**config.mk**
```make
export PLATFORM = sky130hd
export DESIGN_NAME = ili9341_parallel_8bit_rx
export DESIGN_NICKNAME = d
export VERILOG_FILES = /design/src/rtl/ili9341_pkg.sv /design/src/rtl/ili9341_bus_sync.sv /design/src/rtl/ili9341_parallel_8bit_rx.sv
export SDC_FILE = /design/constraint.sdc
export NUM_CORES = 1
export LEC_CHECK = 0
export CAP_MARGIN = 20
export CORE_MARGIN = 8
export CORE_UTILIZATION = 45
export CTS_CLUSTER_SIZE = 40
export DETAILED_ROUTE_END_ITERATION = 12
export GPL_ROUTABILITY_DRIVEN = 0
export PLACE_DENSITY_LB_ADDON = 0.25
export SLEW_MARGIN = 15
export SYNTH_ARGS = -nofsm -noshare
export SYNTH_HDL_FRONTEND = slang
export SYNTH_SLANG_ARGS = --single-unit
```
**constraint.sdc**
```tcl
create_clock -name clk -period 5.4 [get_ports clk]
set_input_delay 1.35 -clock clk [delete_from_list [all_inputs] [get_ports clk]]
set_output_delay 1.35 -clock clk [all_outputs]
set_load 0.005 [all_outputs]
```
**src/rtl/ili9341_pkg.sv**
```systemverilog
// Shared definitions for the ILI9341 8-bit parallel write receiver:
// command codes, FSM states and the RGB565 pixel type.
package ili9341_pkg;

    localparam logic [7:0] CMD_SWRESET = 8'h01;
    localparam logic [7:0] CMD_CASET   = 8'h2A;
    localparam logic [7:0] CMD_PASET   = 8'h2B;
    localparam logic [7:0] CMD_RAMWR   = 8'h2C;
    localparam logic [7:0] CMD_RAMWRC  = 8'h3C;

    typedef enum logic [1:0] {
        S_IDLE  = 2'd0,
        S_PARAM = 2'd1,
        S_PIXHI = 2'd2,
        S_PIXLO = 2'd3
    } state_e;

    typedef logic [15:0] rgb565_t;

    // A window is usable only if start <= end and end lies inside the panel.
    function automatic logic window_ok(input logic [15:0] start_v,
                                       input logic [15:0] end_v,
                                       input logic [15:0] limit);
        return (start_v <= end_v) && (end_v < limit);
    endfunction

endpackage

```
**src/rtl/ili9341_bus_sync.sv**
```systemverilog
// Brings the asynchronous 8080-style bus into the clk domain and turns the
// synchronized lcd_wr rising edge (with cs low) into a single-cycle strobe.
module ili9341_bus_sync (
    input  logic       clk,
    input  logic       rst_n,
    input  logic       lcd_rst,
    input  logic       lcd_cs,
    input  logic       lcd_rs,
    input  logic       lcd_wr,
    input  logic [7:0] lcd_d,
    output logic       wr_stb,
    output logic       bus_rs,
    output logic [7:0] bus_d,
    output logic       cs_rise,
    output logic       panel_rst
);

    logic       cs_m, cs_s, cs_p;
    logic       wr_m, wr_s, wr_p;
    logic       rs_m, rs_s, rs_p;
    logic [7:0] d_m, d_s, d_p;
    logic       rst_m, rst_s;

    // Idle bus levels at reset so no spurious edge is seen on release.
    always_ff @(posedge clk or negedge rst_n) begin
        if (!rst_n) begin
            cs_m  <= 1'b1;
            cs_s  <= 1'b1;
            cs_p  <= 1'b1;
            wr_m  <= 1'b1;
            wr_s  <= 1'b1;
            wr_p  <= 1'b1;
            rs_m  <= 1'b0;
            rs_s  <= 1'b0;
            rs_p  <= 1'b0;
            d_m   <= 8'h00;
            d_s   <= 8'h00;
            d_p   <= 8'h00;
            rst_m <= 1'b1;
            rst_s <= 1'b1;
        end else begin
            cs_m  <= lcd_cs;
            cs_s  <= cs_m;
            cs_p  <= cs_s;
            wr_m  <= lcd_wr;
            wr_s  <= wr_m;
            wr_p  <= wr_s;
            rs_m  <= lcd_rs;
            rs_s  <= rs_m;
            rs_p  <= rs_s;
            d_m   <= lcd_d;
            d_s   <= d_m;
            d_p   <= d_s;
            rst_m <= lcd_rst;
            rst_s <= rst_m;
        end
    end

    // rs/d are taken one cycle behind, i.e. the values held before wr rose.
    assign wr_stb    = wr_s & ~wr_p & ~cs_s;
    assign bus_rs    = rs_p;
    assign bus_d     = d_p;
    assign cs_rise   = cs_s & ~cs_p;
    assign panel_rst = ~rst_s;

endmodule

```
**src/rtl/ili9341_parallel_8bit_rx.sv**
```systemverilog
// ILI9341 8-bit parallel write receiver: decodes commands, CASET/PASET
// windows and RAMWR/RAMWRC pixel streams into cmd and pixel pulses.
module ili9341_parallel_8bit_rx
    import ili9341_pkg::*;
#(
    parameter int H_RES = 240,
    parameter int V_RES = 320
) (
    input  logic       clk,
    input  logic       rst_n,
    input  logic       lcd_rst,
    input  logic       lcd_cs,
    input  logic       lcd_rs,
    input  logic       lcd_wr,
    input  logic       lcd_rd,
    input  logic [7:0] lcd_d,
    output logic       cmd_valid,
    output logic [7:0] cmd_code,
    output logic       pix_valid,
    output logic [8:0] pix_x,
    output logic [8:0] pix_y,
    output rgb565_t    pix_data,
    output logic       proto_err,
    output logic [1:0] dbg_state
);

    localparam logic [8:0]  EC_DEF = 9'(H_RES - 1);
    localparam logic [8:0]  EP_DEF = 9'(V_RES - 1);
    localparam logic [15:0] H_LIM  = 16'(H_RES);
    localparam logic [15:0] V_LIM  = 16'(V_RES);

    logic       wr_stb, bus_rs, cs_rise, panel_rst;
    logic [7:0] bus_d;
    logic       unused_rd;

    assign unused_rd = lcd_rd;

    ili9341_bus_sync u_sync (
        .clk       (clk),
        .rst_n     (rst_n),
        .lcd_rst   (lcd_rst),
        .lcd_cs    (lcd_cs),
        .lcd_rs    (lcd_rs),
        .lcd_wr    (lcd_wr),
        .lcd_d     (lcd_d),
        .wr_stb    (wr_stb),
        .bus_rs    (bus_rs),
        .bus_d     (bus_d),
        .cs_rise   (cs_rise),
        .panel_rst (panel_rst)
    );

    state_e      state, state_n;
    logic [1:0]  pcnt, pcnt_n;
    logic        ppage, ppage_n;
    logic [23:0] pbuf, pbuf_n;
    logic [8:0]  sc, sc_n, ec, ec_n, sp, sp_n, ep, ep_n;
    logic [8:0]  cx, cx_n, cy, cy_n;
    logic [7:0]  hi, hi_n;
    logic        cmd_valid_n, pix_valid_n, proto_err_n;
    logic [7:0]  cmd_code_n;
    logic [8:0]  pix_x_n, pix_y_n;
    rgb565_t     pix_data_n;

    logic [15:0] p_start, p_end;
    logic        p_ok;

    // Fourth parameter byte is still on the bus; the first three sit in pbuf.
    assign p_start   = pbuf[23:8];
    assign p_end     = {pbuf[7:0], bus_d};
    assign p_ok      = window_ok(p_start, p_end, ppage ? V_LIM : H_LIM);
    assign dbg_state = state;

    always_ff @(posedge clk or negedge rst_n) begin
        if (!rst_n) begin
            state     <= S_IDLE;
            pcnt      <= 2'd0;
            ppage     <= 1'b0;
            pbuf      <= 24'h0;
            sc        <= 9'd0;
            ec        <= EC_DEF;
            sp        <= 9'd0;
            ep        <= EP_DEF;
            cx        <= 9'd0;
            cy        <= 9'd0;
            hi        <= 8'h00;
            cmd_valid <= 1'b0;
            cmd_code  <= 8'h00;
            pix_valid <= 1'b0;
            pix_x     <= 9'd0;
            pix_y     <= 9'd0;
            pix_data  <= 16'h0000;
            proto_err <= 1'b0;
        end else begin
            state     <= state_n;
            pcnt      <= pcnt_n;
            ppage     <= ppage_n;
            pbuf      <= pbuf_n;
            sc        <= sc_n;
            ec        <= ec_n;
            sp        <= sp_n;
            ep        <= ep_n;
            cx        <= cx_n;
            cy        <= cy_n;
            hi        <= hi_n;
            cmd_valid <= cmd_valid_n;
            cmd_code  <= cmd_code_n;
            pix_valid <= pix_valid_n;
            pix_x     <= pix_x_n;
            pix_y     <= pix_y_n;
            pix_data  <= pix_data_n;
            proto_err <= proto_err_n;
        end
    end

    always_comb begin
        state_n     = state;
        pcnt_n      = pcnt;
        ppage_n     = ppage;
        pbuf_n      = pbuf;
        sc_n        = sc;
        ec_n        = ec;
        sp_n        = sp;
        ep_n        = ep;
        cx_n        = cx;
        cy_n        = cy;
        hi_n        = hi;
        cmd_valid_n = 1'b0;
        cmd_code_n  = cmd_code;
        pix_valid_n = 1'b0;
        pix_x_n     = pix_x;
        pix_y_n     = pix_y;
        pix_data_n  = pix_data;
        proto_err_n = proto_err;

        if (panel_rst) begin
            // Panel hardware reset mirrors rst_n, but synchronously.
            state_n     = S_IDLE;
            pcnt_n      = 2'd0;
            ppage_n     = 1'b0;
            pbuf_n      = 24'h0;
            sc_n        = 9'd0;
            ec_n        = EC_DEF;
            sp_n        = 9'd0;
            ep_n        = EP_DEF;
            cx_n        = 9'd0;
            cy_n        = 9'd0;
            hi_n        = 8'h00;
            cmd_code_n  = 8'h00;
            pix_x_n     = 9'd0;
            pix_y_n     = 9'd0;
            pix_data_n  = 16'h0000;
            proto_err_n = 1'b0;
        end else if (wr_stb && !bus_rs) begin
            cmd_valid_n = 1'b1;
            cmd_code_n  = bus_d;
            pcnt_n      = 2'd0;
            state_n     = S_IDLE;
            case (bus_d)
                CMD_CASET: begin
                    state_n = S_PARAM;
                    ppage_n = 1'b0;
                end
                CMD_PASET: begin
                    state_n = S_PARAM;
                    ppage_n = 1'b1;
                end
                CMD_RAMWR: begin
                    state_n = S_PIXHI;
                    cx_n    = sc;
                    cy_n    = sp;
                end
                CMD_RAMWRC: state_n = S_PIXHI;
                CMD_SWRESET: begin
                    sc_n        = 9'd0;
                    ec_n        = EC_DEF;
                    sp_n        = 9'd0;
                    ep_n        = EP_DEF;
                    cx_n        = 9'd0;
                    cy_n        = 9'd0;
                    proto_err_n = 1'b0;
                end
                default: ;
            endcase
        end else if (wr_stb) begin
            case (state)
                S_PARAM: begin
                    if (pcnt == 2'd3) begin
                        state_n = S_IDLE;
                        pcnt_n  = 2'd0;
                        if (!p_ok) begin
                            proto_err_n = 1'b1;
                        end else if (ppage) begin
                            sp_n = p_start[8:0];
                            ep_n = p_end[8:0];
                        end else begin
                            sc_n = p_start[8:0];
                            ec_n = p_end[8:0];
                        end
                    end else begin
                        pbuf_n = {pbuf[15:0], bus_d};
                        pcnt_n = pcnt + 2'd1;
                    end
                end
                S_PIXHI: begin
                    hi_n    = bus_d;
                    state_n = S_PIXLO;
                end
                S_PIXLO: begin
                    pix_valid_n = 1'b1;
                    pix_x_n     = cx;
                    pix_y_n     = cy;
                    pix_data_n  = {hi, bus_d};
                    state_n     = S_PIXHI;
                    if (cx == ec) begin
                        cx_n = sc;
                        cy_n = (cy == ep) ? sp : cy + 9'd1;
                    end else begin
                        cx_n = cx + 9'd1;
                    end
                end
                default: ;
            endcase
        end else if (cs_rise) begin
            // Deselect drops any half-received parameter or pixel.
            if (state == S_PARAM) begin
                state_n = S_IDLE;
                pcnt_n  = 2'd0;
            end else if (state == S_PIXLO) begin
                state_n = S_PIXHI;
            end
        end
    end

endmodule
```
Yosys cells after proc, flatten, opt, wreduce, memory -nomap -nowiden
Cells that the tools add are included.
- register bits: 171
- input bits: 15
- output and inout bits: 47
- logic and storage cells: 193
- add/sub/neg operators: 3
- $lt $le $gt $ge: 2
- eq/ne operators: 34
- muxes and demuxes: 100
- bitwise gates (word level): 6
- reduce and logical (&&, ||, !) cells: 16
- operators by type and width (kind ; count):
    9-bit 2-to-1 mux ; 51
    24-bit 2-to-1 mux ; 5
    16-bit 2-to-1 mux ; 4
    8-bit 2-to-1 mux ; 6
    9-bit case mux with 2 select lines ; 2
    3-bit != test (second input constant) ; 11
    8-bit by 6-bit equality test with 1-bit output (second input constant) ; 4
    2-bit 2-to-1 mux ; 14
    9-bit by 1-bit adder with 9-bit output (second input constant) ; 2
    9-bit equality test ; 2
    16-bit <= comparator ; 1
    16-bit by 9-bit < comparator with 1-bit output ; 1
    1-bit 2-to-1 mux ; 15
    5-bit != test (second input constant) ; 3
    2-bit != test (second input constant) ; 7
    4-bit AND reduction ; 3
    6-bit AND reduction ; 2
    3-bit AND reduction ; 3
    8-bit by 1-bit equality test with 1-bit output (second input constant) ; 1
    4-bit != test (second input constant) ; 2
    2-bit equality test (second input constant) ; 3
    2-bit case mux with 3 select lines ; 1
    5-bit AND reduction ; 1
    2-bit case mux with 2 select lines ; 1
    9 further kinds ; 16

Depth between registers and ports, before layout
- depth after elaboration: 9
- mapped depth: 10
- gate-level depth less buffers: 8

By module
Synthesis repeated with hierarchy kept, for this count alone.
- cells, all modules: 737
- area total of the unflattened synthesis: 7519.7 um^2
- modules (own cells, without submodules) (module ; instances ; cells an instance ; area each (um^2) ; seq. area each (um^2)):
    ili9341_parallel_8bit_rx ; 1 ; 699 ; 6608.8 ; 3420.8
    ili9341_bus_sync ; 1 ; 38 ; 910.9 ; 885.8

Least setup slack after synthesis
Ideal clock, no wire load.
- path type: flip-flop to flip-flop
- from: register u_sync.d_p[1] (netlist: u_sync.bus_d[1])
- to: register sc[5]
- library setup time: 121 ps
- arrival time: 2227 ps
- required time: 5279 ps
- setup slack: 3052 ps
- stages on the path, launching flop included: 10
- path buffers: 1
- period minus slack after synthesis: 2348 ps
- path through: dfrtp_1 inv_1 ha_1 nor2b_1 o211ai_1 a2111o_1 a31oi_1 nor4_4 buf_4 a22o_1
- longest elaborated chain between the ends: 4
- elaborated cells between the ends (all ways): 7
- classes of those cells: order compare: 2; eq/ne: 3; reduce/logical: 2
- ends and longest elaborated chain (element ; RTL line ; source):
    start: declaration ; ili9341_bus_sync.sv:21 ; logic [7:0] d_m, d_s, d_p;
    start signal: assignment ; ili9341_bus_sync.sv:53 ; d_p <= d_s;
    16-bit <= comparator / 16-bit by 9-bit < comparator with 1-bit output (equally long branches) ; ili9341_pkg.sv:24 ; return (start_v <= end_v) && (end_v < limit);
    1-bit logical AND ; ili9341_pkg.sv:24 ;
    3-bit != test (no source line) ; -- ;
    6-bit AND reduction (no source line) * ; -- ;
    end signal: assignment ; ili9341_parallel_8bit_rx.sv:99 ; sc <= sc_n;
    end: declaration ; ili9341_parallel_8bit_rx.sv:57 ; logic [8:0] sc, sc_n, ec, ec_n, sp, sp_n, ep, ep_n;
Every way passes the cells marked *; elsewhere a longest branch is shown, timed or not.
A chain may end at the register's enable or synchronous reset.

Worst setup path after layout
- from: register u_sync.rst_s
- to: register cy[2]
- longest elaborated chain between the ends: 2
- elaborated cells between the ends (all ways): 6
- classes of those cells: eq/ne: 4; mux: 1; reduce/logical: 1
- ends and longest elaborated chain (element ; RTL line ; source):
    start: declaration ; ili9341_bus_sync.sv:22 ; logic rst_m, rst_s;
    start signal: assignment ; ili9341_bus_sync.sv:55 ; rst_s <= rst_m;
    4-bit != test (no source line) / 3-bit != test (equally long branches) ; -- ;
    4-bit AND reduction (no source line) ; -- ;
    end signal: assignment ; ili9341_parallel_8bit_rx.sv:104 ; cy <= cy_n;
    end: declaration ; ili9341_parallel_8bit_rx.sv:58 ; logic [8:0] cx, cx_n, cy, cy_n;
Parallel ways exist; a longest one is shown, timed or not.

==> results.md <==
- Nets: a little under 800
- Seq/Total Area, Yosys: 0.579
- CTS Root Buffer Type: clkbuf_16
- Setup CP Type: flop to flop
- Commonest non-fill, non-tap cells in the layout: dfrtp_1 (149), nand2_1 (119), clkdlybuf4s50_1 (59)
- Hold_buf cts: 0
- Syn Nets: roughly 740
- Post-synth EDFFs: 0
- Clock skew: 0.0177 ns
- Hold depth: 0
- TritonRoute pass-1 iters: 5
- Final period util: 0.609
- Post-Syn Area: 7440 um2
- Pwr/cell area: ~310 nW/um2
- Io pins: slightly above 60
- ANT nets after route: 0
- Yosys reg bits: approximately 170
- Combinational power share: 0.061
- Post-layout min period: 3.29 ns
- Multi-input gate area: about 2900 um2
- Critical Path RT: ~5.8 ns
- I/O Buffers: 60
- Hpwl dp: 12000 um
- Inserted Clock Buffers: 17
- DR iter-0 viols: slightly above 500
- Post-CTS sizing: 0
- Most common cell after layout, fill and taps aside: dfrtp_1
- GR Util All Layers: 0.177
- Clock network power share: 0.446
- GRT Residual Overflow: 0
- Depth of the worst register-to-register path: 7
- Ys flop type: dfrtp_1
- Async set or reset register ratio after synthesis: 1.00
- Latest clock arrival within the worst-skew pair: 0.43 ns
- Clock buffer depth: 2
- DRC viols: 0
- Worst-Margin Slew: 0.932 ns
- P_leak: 3.75 nW
- Sw Pwr: 0.660 mW
- CTS H-tree lvls: 4
- Critical path capture point type: flop
- Design Power: about 2.7 mW
- Fillers: between 1000 and 1500
- First-pass GRT wire length: 28500 um
- HP Class: flop to flop
- Core footprint: approximately 16000 um2
- Core Util, Final: 0.541
- Worst setup endpoint: cy[2]$_DFFE_PN0P_
- Peak supply drop: ~0.00026 V
- Area Growth Syn to Fin: 18.8%
- Drt total wl: between 15000 and 20000 um
- RSZ-0062 raised after global routing: no
- Status: complete, no violations
- Sequential cell area: about 4300 um2
- Slew Limit Fails: 0
- Hold Vio Cnt, Final: 0
- Die X: roughly 140 um
- Switching share of total power: 0.240
- Routed len/inst: between 15 and 20 um
- Syn Area/Cell: around 11 um2
- FF-to-FF End: cy[2]$_DFFE_PN0P_
- Setup Buffers After CTS: 0
- Gate count of the mapped netlist: 702
- Int Pwr: 2.09 mW
- Area of the die: roughly 21000 um2
- Fraction of layout cells with a size suffix above 1: 0.100
- Max_cap viols: 0
- # rows: 47
- CTS tree: done
- Worst flop-to-flop path startpoint: u_sync.rst_s$_DFF_PN1_
- Clock sink count: around 170
- Ys Warns: 0
- Slew headroom: 0.374
- Setup_tns: 0 ns
- Crit path DAT: 3.64 ns
- Vias after detailed routing: between 5000 and 6000
- # setup viols final: 0
- R2R Setup Slk: ~2.1 ns
- Via/cell ratio: 5.55
- Initial antenna violation count: 0
- Critical Path Start Type: flop
- Crit path max fanout: 69
- Crit path from: u_sync.rst_s$_DFF_PN1_
- F_max: between 300 and 400 MHz
- # diodes: 0
- Reg clk slew, reported paths: roughly 0.07 ns
- Vias in the first global route: ~5500
- Die H: 145 um
- Largest net degree at the start of global routing: a little under 100
- Post-synth cell types: 60
- Sequential Power Share: 0.493
- Starting Density: 0.455
-- power groups by stage --
stage	sequential, mW	clock, mW	combinational (mW)
global route	1.36	1.30	0.188
global placement	1.38	0	0.163
CTS	1.36	1.25	0.170
floorplan	1.37	0	0.0924
detailed placement	1.38	0	0.169
finish	1.36	1.23	0.167
-- critical path, cell delays in order (launching register included) --
cell and delay [ns]:
dfstp_2 0.85, inv_1 0.17, a31oi_4 0.16, buf_4 0.50, o31a_1 0.71, or2_1 0.53
o21ai_0 0.19, o21ai_1 0.11
-- stage by stage --
stage / area [um2] / cells / worst slack [ns] / hold slack, ns
floorplan: 7440 / 702 / 3.05 / 0.331
global placement: 8230 / 955 / 2.24 / 0.332
detailed placement: 8240 / 957 / 2.09 / 0.335
CTS: 8840 / 989 / 2.08 / 0.349
global route: 8840 / 989 / 1.78 / 0.358
finish: 8840 / 989 / 2.11 / 0.348
-- sequential cells by signal, summed over array words and instances (netlist names), 2 cells and up --
register and cells:
sc 9, u_sync.d_m 8, pix_data 16, pcnt 2, dbg_state 2, sp 9
hi 8, u_sync.d_s 8, cx 9, ep 9, cy 9, ec 9
cmd_code 8, u_sync.bus_d 8, pix_y 9, pix_x 9, pbuf 24
-- metal layers --
metal,share of wire,vias to the layer above,GRT usage
met5,0,-,0
met1,0.46,2739,0.227
met3,0.052,14,0.0462
met2,0.48,145,0.288
met4,0.010,0,0.0564
li1,-,2593,-
-- cell usage after synthesis (2+ instances only) --
library cell | instances | area (um2)
dfrtp_1 | 149 | 3730
nand2_1 | 119 | 447
a21oi_1 | 56 | 280
nor2_1 | 42 | 158
o21ai_0 | 42 | 210
inv_1 | 31 | 116
a22o_1 | 29 | 254
clkbuf_1 | 24 | 90.1
dfstp_2 | 22 | 578
ha_1 | 22 | 275
o31ai_1 | 17 | 128
a2bb2oi_1 | 14 | 123
nand3_1 | 11 | 55.1
xnor2_1 | 9 | 78.8
xor2_1 | 9 | 78.8
and3_1 | 8 | 50.1
o22ai_1 | 8 | 50.1
nor3_1 | 7 | 35.0
nor3b_1 | 6 | 45.0
o21ai_1 | 6 | 30.0
a22oi_1 | 5 | 37.5
nand4_1 | 5 | 31.3
nor4_1 | 5 | 31.3
buf_2 | 4 | 20.0
nor2b_1 | 4 | 25.0
a31oi_1 | 3 | 18.8
a32oi_1 | 3 | 26.3
nor3_2 | 3 | 30.0
buf_4 | 2 | 15.0
buf_6 | 2 | 22.5
mux2i_1 | 2 | 20.0
nand2b_1 | 2 | 12.5
nor4_4 | 2 | 42.5
o21a_1 | 2 | 15.0
o31a_1 | 2 | 17.5
-- layout make-up --
| class | instances | share of cell area |
|---|---|---|
| timing repair buffer | 68 | 0.0746 |
| clock inverter | 14 | 0.0183 |
| clock buffer | 18 | 0.0497 |
| sequential | 171 | 0.487 |
| inverter | 31 | 0.0132 |
| tap | 220 | 0.0311 |
| multi-input combinational | 467 | 0.326 |
-- worst min-delay path by stage --
stage	startpoint	to	slack (ns)
finish	u_sync.d_s[1]$_DFF_PN0_	u_sync.bus_d[1]$_DFF_PN0_	0.35
detailed placement	u_sync.d_s[0]$_DFF_PN0_	u_sync.bus_d[0]$_DFF_PN0_	0.33
floorplan	u_sync.d_s[0]$_DFF_PN0_	u_sync.bus_d[0]$_DFF_PN0_	0.33
global placement	u_sync.d_m[0]$_DFF_PN0_	u_sync.d_s[0]$_DFF_PN0_	0.33
global route	u_sync.d_s[1]$_DFF_PN0_	u_sync.bus_d[1]$_DFF_PN0_	0.36
CTS	u_sync.d_s[1]$_DFF_PN0_	u_sync.bus_d[1]$_DFF_PN0_	0.35
-- logic make-up after synthesis --
logic type | after synthesis | synth area share
adders and majority gates | 22 | 0.0370
buffers and inverters | 64 | 0.0360
xor gates and xnor gates | 18 | 0.0212
DFF | 171 | 0.579
muxes | 3 | 0.00420
AOI/OAI and AO/OA | 201 | 0.180
and+or+nand+nor | 223 | 0.143
Note: power is estimated with default switching activity, not from simulation.
